===== src/rtl/isa_pkg.sv =====
// Shared ISA definitions for the fetch path: instruction fields, the halt encoding and fetch FSM states.
package isa_pkg;

    localparam int unsigned INSTR_W   = 9;
    localparam int unsigned OPCODE_W  = 3;
    localparam int unsigned OPERAND_W = 6;
    localparam int unsigned COUNT_W   = 16;

    localparam logic [INSTR_W-1:0] HALT_INSTR = 9'h1FF;

    typedef logic [OPCODE_W-1:0] opcode_t;

    typedef enum logic [1:0] {
        IDLE = 2'd0,
        RUN  = 2'd1,
        DONE = 2'd2
    } fetch_state_t;

endpackage


===== src/rtl/fetch_cycle_counter.sv =====
// Saturating count of executed instructions; cleared on program (re)start or reset.
module fetch_cycle_counter
#(
    parameter int unsigned W = 16
)
(
    input  logic         clk,
    input  logic         reset,
    input  logic         clear_i,
    input  logic         inc_i,
    output logic [W-1:0] count_o
);

    logic [W-1:0] count_q;
    logic [W-1:0] count_d;

    always_comb begin
        count_d = count_q;
        if (clear_i) begin
            count_d = '0;
        end else if (inc_i && (count_q != '1)) begin
            count_d = count_q + W'(1);
        end
    end

    always_ff @(posedge clk) begin
        if (reset) begin
            count_q <= '0;
        end else begin
            count_q <= count_d;
        end
    end

    assign count_o = count_q;

endmodule


===== src/rtl/fetch_unit.sv =====
// Instruction fetch sequencer: PC stepping, branch redirect, stall and halt detection.
// Optional executed-instruction counter enabled by defining FETCH_CYCLE_COUNT_EN.
module fetch_unit
#(
    parameter int unsigned             PC_W       = 10,
    parameter int unsigned             INSTR_W    = isa_pkg::INSTR_W,
    parameter logic [INSTR_W-1:0]      HALT_INSTR = INSTR_W'(isa_pkg::HALT_INSTR)
)
(
    input  logic                          clk,
    input  logic                          reset,
    input  logic                          start,
    input  logic [PC_W-1:0]               start_addr,
    input  logic                          stall,
    input  logic                          branch_taken,
    input  logic [PC_W-1:0]               branch_target,
    output logic [PC_W-1:0]               imem_addr,
    input  logic [INSTR_W-1:0]            imem_data,
    output isa_pkg::opcode_t              opcode,
    output logic                          last_bit,
    output logic [isa_pkg::OPERAND_W-1:0] operand,
    output logic                          instr_valid,
    output logic                          done,
    output logic [isa_pkg::COUNT_W-1:0]   cycle_count
);

    import isa_pkg::*;

    fetch_state_t    state_q;
    fetch_state_t    state_d;
    logic [PC_W-1:0] pc_q;
    logic [PC_W-1:0] pc_d;
    logic            is_halt;

    assign is_halt = (imem_data == HALT_INSTR);

    always_ff @(posedge clk) begin
        if (reset) begin
            state_q <= IDLE;
            pc_q    <= '0;
        end else begin
            state_q <= state_d;
            pc_q    <= pc_d;
        end
    end

    // Halt outranks branch; a stalled cycle freezes the PC and ignores both.
    always_comb begin
        state_d     = state_q;
        pc_d        = pc_q;
        instr_valid = 1'b0;
        case (state_q)
            IDLE, DONE: begin
                if (start) begin
                    state_d = RUN;
                    pc_d    = start_addr;
                end
            end
            RUN: begin
                instr_valid = !stall && !is_halt;
                if (!stall) begin
                    if (is_halt) begin
                        state_d = DONE;
                    end else if (branch_taken) begin
                        pc_d = branch_target;
                    end else begin
                        pc_d = pc_q + PC_W'(1);
                    end
                end
            end
            default: begin
                state_d = IDLE;
            end
        endcase
    end

    assign imem_addr = pc_q;
    assign done      = (state_q == DONE);
    assign opcode    = imem_data[8:6];
    assign last_bit  = imem_data[0];
    assign operand   = imem_data[5:0];

`ifdef FETCH_CYCLE_COUNT_EN
    logic count_clear;

    assign count_clear = start && (state_q != RUN);

    fetch_cycle_counter #(
        .W(COUNT_W)
    ) u_cycle_counter (
        .clk     (clk),
        .reset   (reset),
        .clear_i (count_clear),
        .inc_i   (instr_valid),
        .count_o (cycle_count)
    );
`else
    assign cycle_count = 16'h0000;
`endif

endmodule


===== config.mk =====
export PLATFORM = sky130hd
export DESIGN_NAME = fetch_unit
export DESIGN_NICKNAME = d
export VERILOG_FILES = /design/src/rtl/isa_pkg.sv /design/src/rtl/fetch_cycle_counter.sv /design/src/rtl/fetch_unit.sv
export SDC_FILE = /design/constraint.sdc
export NUM_CORES = 1
export LEC_CHECK = 0
export CAP_MARGIN = 40
export CORE_ASPECT_RATIO = 1.75
export CORE_MARGIN = 3
export CORE_UTILIZATION = 29
export DETAILED_ROUTE_END_ITERATION = 12
export HOLD_SLACK_MARGIN = 0.08
export PLACE_DENSITY = 0.67
export SETUP_SLACK_MARGIN = 0.5
export SYNTH_ARGS = -nofsm -noshare
export SYNTH_HDL_FRONTEND = slang
export SYNTH_SLANG_ARGS = --single-unit

===== constraint.sdc =====
create_clock -name clk -period 5.2 [get_ports clk]
set_input_delay 1.56 -clock clk [delete_from_list [all_inputs] [get_ports clk]]
set_output_delay 1.56 -clock clk [all_outputs]
set_load 0.1 [all_outputs]

==> results.py, run 1 <==
metrics = {
    "drt": {
        "drc_errors": 0,
        "drtPass1Iterations": 4,
        "drt-initial-drc-count": 13,
        "viasPerCell": 4.72,
        "antenna_left": 0,
        "via_count": 1114,
        "wl_per_cell_um": 12.4,
        "wl_mm": 2.93,
    },
    "critical_path": {
        "crit_path_end_kind": "primary output",
        "rr_worst_depth": 5,
        "critPathLaunchType": "input port",
        "path_max_fanout": 5,
        "crit_required_ns": 3.64,
        "critical_path_class": "input port to primary output",
        "critPathArrivalTime_ns": 2.77,
    },
    "logic_synthesis": {
        "synth_area_mm2": 0.00101,
        "ys_async_sr_fraction_pct": 0,
        "syn_area_per_cell_um2": 7.19,
        "ys_top_cells_by_area": "dfxtp_1, buf_4, nand2_1",
        "ys_ff_latch": 12,
        "ys_warn_count": 0,
        "synth_edf_count": 0,
        "ys_top_cells_by_count": "buf_4, nand2_1, dfxtp_1, a21oi_1, o21ai_0",
        "yosysTopAreaCellShare_pct": 23.9,
        "synth_cell_types": 31,
        "ys_seq_area_share_pct": 23.9,
        "yosysTopAreaCell": "dfxtp_1",
        "ys.flop_type": "dfxtp_1",
        "synthCells": 140,
        "yosysMostFrequentCell": "buf_4",
    },
    "min_path": {
        "hold_path_class": "flop to flop",
        "hold_depth": 2,
    },
    "floorplanning": {
        "die_w_um": 50.6,
        "core_area_mm2": 0.00324,
        "io_pins": 72,
        "fp-row-count": 27,
        "dieArea_mm2": 0.00424,
        "floorplan.initialDensity_pct": 31.1,
        "die_h_um": 84.0,
    },
    "placement": {
        "port_buffers": 55,
        "gp_congestion": 0.704,
        "dpl_worst_slack_ns": 0.859,
        "placedCellCount": 232,
        "placed_area_mm2": 0.00159,
        "hpwl_mm": 2.40,
    },
    "finish": {
        "nets": 229,
        "utilization_pct": 50.8,
        "drive_gt1_share_pct": 15.0,
        "stdcell_count": 236,
        "diodes": 0,
        "design_area_mm2": 0.00165,
        "synthToLayoutAreaGrowth_pct": 63.7,
    },
    "sta": {
        "fin_skew_ns": 0.00444,
        "tns_ns": 0,
        "setup_ws_ns": 0.872,
        "slew_headroom_pct": 61.8,
        "max_freq_mhz": 231,
        "holdWs_ns": 0.518,
        "min_period_ns": 4.33,
        "max_slew.worst_pin.slew_ns": 0.571,
        "hold_violations": 0,
        "rsz0062_at_grt": "false",
        "setup_viol": 0,
        "finalMaxSlewViolations": 0,
        "fin_crit_sh_pct": 83.2,
    },
    "global_routing": {
        "grt_pass1_wl_mm": 4.80,
        "grt_max_degree": 18,
        "grt_usage_pct": 14.2,
        "overflow": 0,
        "grt_antenna_before_repair": 0,
        "grt_pass1_vias": 1121,
    },
    "clocking": {
        "cts_root_buf": "clkbuf_8",
        "clk_path_buf_depth": 2,
        "cts_inserted_buffers": 3,
        "cts_tree": "done",
        "path_clk_slew_ns": 0.05,
        "ctsResizeCount": 0,
        "cts-hold-fix-buffers": 0,
        "cts_setup_buffers": 0,
        "htreeDepth": 1,
        "clock-sinks": 12,
        "clk_latency_ns": 0.24,
    },
    "job": {
        "max_cap_viol_count": 0,
    },
    "power_and_ir_drop": {
        "power_leakage_nw": 0.665,
        "ir_worst_vdd_mv": 0.154,
        "power.total_uw": 473,
        "power.density_mw_per_mm2": 287,
    },
    "status": {
        "outcome": "completed",
    },
}
sequential cells by signal, indices dropped and copies added, names as in the netlist:
| register | cells |
|---|---|
| state_q | 2 |
| imem_addr | 10 |
path summary, 6_finish.rpt:
path	from	end	slack, ns
worst min register to register	imem_addr[8]	imem_addr[8]	0.52
worst min-delay path	imem_addr[8]	imem_addr[8]	0.52
worst max register to register	state_q[0]	imem_addr[8]	3.53
worst max-delay path	imem_data[8]	instr_valid	0.87
metal layers:
layer	vias up	global-route usage [%]	wire (µm)
met1	498	14.9	1040
met2	62	26.4	1590
li1	552	-	-
met3	2	2.33	251
met4	0	6.62	40
met5	-	0	0
critical path, stage by stage:
cell and delay (ns):
clkdlybuf4s50_1 0.48, nand4_1 0.14, o31a_2 0.41, buf_12 0.18
power by group:
group	switching [mW]	total (mW)	internal, mW
Combinational	0.181	0.260	0.0786
Sequential	0.0114	0.112	0.101
Clock	0.0339	0.101	0.0668
cell usage in the layout (no fill, tap or decap), types with 2 or more instances in the layout:
| cell | Yosys | routed |
|---|---|---|
| clkdlybuf4s50_1 | 0 | 44 |
| nand2_1 | 24 | 24 |
| conb_1 | 1 | 16 |
| dfxtp_1 | 12 | 12 |
| buf_4 | 26 | 11 |
| buf_8 | 0 | 11 |
| a21oi_1 | 10 | 10 |
| o21ai_0 | 8 | 8 |
| nand3_1 | 7 | 7 |
| nor2_1 | 7 | 7 |
| o211ai_1 | 5 | 5 |
| nand2b_1 | 4 | 4 |
| clkbuf_8 | 0 | 4 |
| nor2b_1 | 3 | 3 |
| nand4_1 | 3 | 3 |
| o311ai_0 | 3 | 3 |
| xnor2_1 | 3 | 3 |
| a311oi_1 | 3 | 3 |
| and3_1 | 2 | 2 |
| xor2_1 | 2 | 2 |
final cells by class:
type	count	area [µm²]
Tap cell	43	53.8
Timing Repair Buffer	67	708
Sequential cell	12	240
Clock buffer	4	55.1
Inverter	1	3.75
Fill cell	304	1590
Multi-Input combinational cell	109	588
cells by family (layout without fill, tap and decap cells):
kind of cell | count (synthesis) | count (layout) | share of synthesized area [%]
xor+xnor | 5 | 5 | 4.35
flops | 12 | 12 | 23.9
simple gates | 54 | 54 | 25.5
other cells | 1 | 16 | 0.372
buf+inv | 34 | 72 | 23.4
mux | 1 | 1 | 0.994
compound gates | 32 | 32 | 20.4
fa+ha+maj | 1 | 1 | 1.24
Note: power is estimated with default switching activity, not from simulation.
==> inputs of run 2 (changes only) <==
PLACE_DENSITY = 0.7   (was 0.67)
clock period = 3.87 ns   (was 5.2 ns; I/O delays follow)
==> run 2 against run 1 <==
Against the previous run: first-iteration DRC count up 69%; sequential power rose by 35%; die area unchanged; clock power increased by 36%; critical endpoint unchanged; final cell count down 3.8%; design area is 3.1% lower; largest cell class unchanged; core utilization is 1.6 points lower; global-route usage fell by 1.6 points; via count shrank 4.1%; clock skew shrank 0.0012 ns; routed wire length fell by 5.5%; critical path type unchanged; sequential share of layout area increased by 0.47 points.
==> results.py, run 2 (synthesis results as in run 1) <==
metrics = {
    "floorplanning": {
        "core_area_mm2": 0.00324,
        "fp-row-count": 27,
        "floorplan.initialDensity_pct": 31.1,
        "io_pins": 72,
        "die_w_um": 50.6,
        "die_h_um": 84.0,
        "dieArea_mm2": 0.00424,
    },
    "drt": {
        "antenna_left": 0,
        "drc_errors": 0,
        "drt-initial-drc-count": 22,
        "viasPerCell": 4.70,
        "drtPass1Iterations": 4,
        "wl_per_cell_um": 12.2,
        "wl_mm": 2.76,
        "via_count": 1068,
    },
    "clocking": {
        "clk_latency_ns": 0.24,
        "path_clk_slew_ns": 0.05,
        "cts_root_buf": "clkbuf_8",
        "cts_inserted_buffers": 3,
        "clk_path_buf_depth": 2,
        "htreeDepth": 1,
        "cts_tree": "done",
        "cts-hold-fix-buffers": 0,
        "clock-sinks": 12,
    },
    "finish": {
        "final_common_cell": "nand2_1",
        "diodes": 0,
        "stdcell_count": 227,
        "nets": 220,
        "synthToLayoutAreaGrowth_pct": 58.6,
        "layout_common_cells": "nand2_1, clkdlybuf4s50_1, conb_1",
        "drive_gt1_share_pct": 17.9,
        "largest_reg_flops": 10,
    },
    "critical_path": {
        "critPathArrivalTime_ns": 2.08,
        "critPathLaunchType": "input port",
        "path_max_fanout": 2,
        "crit_path_end_kind": "primary output",
        "crit_slowest_cell": "o31a_2",
        "crit_chain": "dlygate4sd2_1, nand4_1, o31a_2, buf_12",
        "cpPeakStageDelay_ns": 0.34,
        "crit_required_ns": 2.71,
        "critical_path_class": "input port to primary output",
    },
    "global_routing": {
        "grt_max_degree": 18,
        "grt_usage_pct": 12.6,
        "grt_pass1_wl_mm": 4.35,
        "grt_pass1_vias": 984,
        "grt_antenna_before_repair": 0,
        "overflow": 0,
    },
    "sta": {
        "max_slew.worst_pin.slew_ns": 0.549,
        "tns_ns": 0,
        "rsz0062_at_grt": "false",
        "fin_crit_sh_pct": 83.8,
        "slew_headroom_pct": 63.3,
        "setup_viol": 0,
        "finalMaxSlewViolations": 0,
        "min_period_ns": 3.24,
        "max_freq_mhz": 308,
        "fin_skew_ns": 0.00324,
        "hold_violations": 0,
    },
    "placement": {
        "port_buffers": 55,
        "gp_congestion": 0.824,
        "placedCellCount": 222,
        "hpwl_mm": 2.17,
    },
    "power_and_ir_drop": {
        "power.density_mw_per_mm2": 384,
        "power_leakage_nw": 0.685,
        "ir_worst_vdd_mv": 0.234,
    },
    "min_path": {
        "hold_path_class": "flop to flop",
    },
    "job": {
        "max_cap_viol_count": 0,
    },
    "status": {
        "outcome": "completed",
    },
}
==> run 2: cell count changes in the layout (fill, tap and decap cells not counted) <==
cell | before | now
clkdlybuf4s50_1 | 44 | 23
buf_8 | 11 | 0
dlymetal6s2s_1 | 0 | 1
nand3_2 | 0 | 1
buf_12 | 1 | 11
nor3b_1 | 1 | 0
buf_4 | 11 | 14
dlygate4sd2_1 | 0 | 9
nand3_1 | 7 | 6
nor3b_2 | 0 | 1
==> run 2: routing by layer <==
metal / part of all wire (%) / routed length, µm / track usage (%) / vias up
met5: 0 / 0 / 0 / -
met4: 0.72 / 20 / 3.92 / 0
met3: 10 / 276 / 3.58 / 2
met2: 52 / 1420 / 22.5 / 54
met1: 38 / 1040 / 13.9 / 478
li1: - / - / - / 534
==> run 2: power breakdown <==
group	internal (mW)	leakage, nW	switching [mW]
Combinational	0.0873	0.557	0.239
Clock	0.0898	0.0288	0.0468
Sequential	0.135	0.0991	0.0155
Total	0.312	0.685	0.301
==> run 2: worst paths after layout <==
| path | depth (start not counted) | to | from | slack, ns |
|---|---|---|---|---|
| worst max-delay path | 4 | instr_valid | imem_data[8] | 0.63 |
| worst min-delay path | 2 | imem_addr[8] | imem_addr[8] | 0.53 |
| worst max register to register | 6 | imem_addr[2] | state_q[0] | 2.30 |
| worst min register to register | 2 | imem_addr[8] | imem_addr[8] | 0.53 |
==> run 2: layout make-up <==
class                   count  area (µm²)
multi-input cells         109         598
flip-flops and latches     12         240
inverters                   1        3.75
repair buffers             58         647
fillers                   333        1650
well taps                  43        53.8
clock buffers               4        55.1
==> run 2: critical path: cells and delay by family <==
family / cells / cell delay, ns
buffers and inverters: 2 / 0.43
and+or+nand+nor: 1 / 0.14
AOI/OAI and AO/OA: 1 / 0.34
==> run 2: through the flow <==
stage | instance area [µm²] | power [mW] | hold WS [ns] | util (%) | setup slack (ns)
2_1_floorplan | 1060 | 0.410 | 0.625 | - | 0.769
3_3_place_gp | 1530 | 0.481 | 0.514 | 47.3 | 0.288
3_5_place_dp | 1530 | 0.483 | 0.517 | 47.3 | 0.276
4_1_cts | 1600 | 0.618 | 0.529 | 49.2 | 0.502
5_1_grt | 1600 | 0.638 | 0.559 | 49.3 | 0.588
6_report | 1600 | 0.614 | 0.528 | 49.3 | 0.628
==> run 2: timing repair <==
item                                    4_1_cts  5_1_grt
setup buffers                                 1        0
endpoints found under the setup margin        1        1
pin swaps                                     2        1
gates resized for setup                      11        1
==> inputs of run 3 (changes only) <==
PLACE_DENSITY = 0.67   (was 0.7)
clock period = 3.1 ns   (was 3.87 ns; I/O delays follow)
==> run 3 against run 2 <==
Against the previous run: register-to-register slack worse by 0.80 ns; core utilization increased by 3.9 points; sequential power grew 25%; clock power is essentially flat; setup slack lost 0.14 ns; routed wire length is 23% higher; design area up 7.9%; power increased by 23%; critical path depth unchanged; global-route usage up 3.4 points; critical endpoint unchanged; largest power group unchanged.
==> results.py, run 3 (synthesis results as in run 1) <==
metrics = {
    "clocking": {
        "cts_inserted_buffers": 3,
        "htreeDepth": 1,
        "clock-sinks": 12,
        "cts_tree": "done",
        "clk_path_buf_depth": 2,
        "path_clk_slew_ns": 0.05,
        "cts_root_buf": "clkbuf_8",
        "clk_latency_ns": 0.24,
    },
    "placement": {
        "hpwl_mm": 2.47,
        "port_buffers": 55,
        "placedCellCount": 231,
        "gp_congestion": 0.755,
    },
    "finish": {
        "stdcell_count": 247,
        "nets": 241,
        "fillerInstances": 321,
        "largest_reg_flops": 10,
        "diodes": 0,
        "drive_gt1_share_pct": 32.4,
        "layout_common_cells": "buf_4, nand2_1, clkdlybuf4s50_1",
        "final_common_cell": "buf_4",
        "synthToLayoutAreaGrowth_pct": 71.2,
    },
    "power_and_ir_drop": {
        "power_frac_seq_pct": 25.0,
        "power_leakage_nw": 0.758,
        "p_comb_share_pct": 56.7,
        "switching_power_uw": 381,
        "swShare_pct": 50.3,
        "p_int_uw": 376,
        "pwr-share-clk_pct": 18.3,
        "power.density_mw_per_mm2": 439,
        "ir_worst_vdd_mv": 0.257,
    },
    "floorplanning": {
        "die_h_um": 84.0,
        "dieArea_mm2": 0.00424,
        "die_w_um": 50.6,
        "io_pins": 72,
        "core_area_mm2": 0.00324,
        "floorplan.initialDensity_pct": 31.1,
        "fp-row-count": 27,
    },
    "critical_path": {
        "crit_slowest_cell": "o31a_4",
        "cpLargestDelayFamily": "compound AO/OA/AOI/OAI gates",
        "critical_path_class": "input port to primary output",
        "cpPeakStageDelay_ns": 0.33,
        "path_max_fanout": 2,
        "critPathBufInv": 2,
        "critPathArrivalTime_ns": 1.68,
        "crit_chain": "buf_2, nand4_1, o31a_4, buf_12",
        "critPathLaunchType": "input port",
        "crit_required_ns": 2.17,
        "crit_path_end_kind": "primary output",
    },
    "sta": {
        "finalMaxSlewViolations": 0,
        "hold_violations": 0,
        "setup_viol": 0,
        "max_freq_mhz": 383,
        "rsz0062_at_grt": "true",
        "max_slew.worst_pin.slew_ns": 0.511,
        "slew_headroom_pct": 65.8,
        "fin_crit_sh_pct": 84.2,
        "tns_ns": 0,
        "fin_skew_ns": 0.00375,
        "min_period_ns": 2.61,
    },
    "status": {
        "outcome": "completed",
    },
    "drt": {
        "drc_errors": 0,
        "antenna_left": 0,
        "drt-initial-drc-count": 18,
        "via_count": 1164,
        "wl_mm": 3.41,
        "wl_per_cell_um": 13.8,
        "drtPass1Iterations": 4,
        "viasPerCell": 4.71,
    },
    "global_routing": {
        "overflow": 0,
        "grt_pass1_wl_mm": 5.33,
        "grt_usage_pct": 16.0,
        "grt_pass1_vias": 1201,
        "grt_antenna_before_repair": 0,
        "grt_max_degree": 17,
    },
    "min_path": {
        "hold_path_class": "flop to flop",
    },
    "job": {
        "max_cap_viol_count": 0,
    },
}
==> run 3: final timing paths <==
kind,endpoint,startpoint,cells past startpoint,slack (ns)
worst min-delay path,imem_addr[8],imem_addr[8],2,0.53
worst max-delay path,instr_valid,imem_data[8],4,0.49
worst min register to register,imem_addr[8],imem_addr[8],2,0.53
worst max register to register,imem_addr[3],state_q[0],6,1.50
==> run 3: power by group through the flow <==
stage / Combinational [mW] / Clock [mW] / Sequential (mW)
after detailed placement: 0.423 / 0 / 0.192
after CTS: 0.427 / 0.141 / 0.189
after global placement: 0.419 / 0 / 0.191
after floorplan: 0.233 / 0 / 0.280
final: 0.429 / 0.139 / 0.189
after global routing: 0.445 / 0.151 / 0.191
==> run 3: through the flow <==
step / util (%) / hold slack (ns) / instance area, µm² / setup WS, ns / total power, mW
floorplan: - / 0.636 / 1070 / 0.578 / 0.513
global placement: 49.7 / 0.513 / 1610 / 0.0623 / 0.610
detailed placement: 49.7 / 0.515 / 1610 / 0.0403 / 0.615
CTS: 52.8 / 0.531 / 1710 / 0.522 / 0.756
global route: 53.2 / 0.577 / 1720 / 0.467 / 0.787
finish: 53.2 / 0.531 / 1720 / 0.489 / 0.757
==> run 3: per-layer routing <==
layer,track usage [%],part of all wire (%)
met1,14.1,35
met2,32.3,56
met3,3.04,8.1
met4,7.11,1.2
met5,0,0
==> run 3: repair_timing <==
action / in CTS / in global routing
endpoints found under the setup margin: 11 / 2
resized for setup: 43 / 2
buffers inserted: 13 / 0
hold buffers: 0 / 0
pin swaps: 5 / 0
==> run 3: worst min-delay path, stage by stage, from the launching register on <==
cell and delay (ns):
dfxtp_1 0.34, o21ai_0 0.08, a21oi_1 0.06
==> run 3: layout make-up <==
cell class	count	area [µm²]	share of cell area [%]
Timing Repair Buffer	79	763	44.3
Multi-Input combinational cell	109	622	36.1
Sequential cell	12	240	13.9
Tap cell	43	53.8	3.12
Clock buffer	3	41.3	2.39
Inverter	1	3.75	0.218
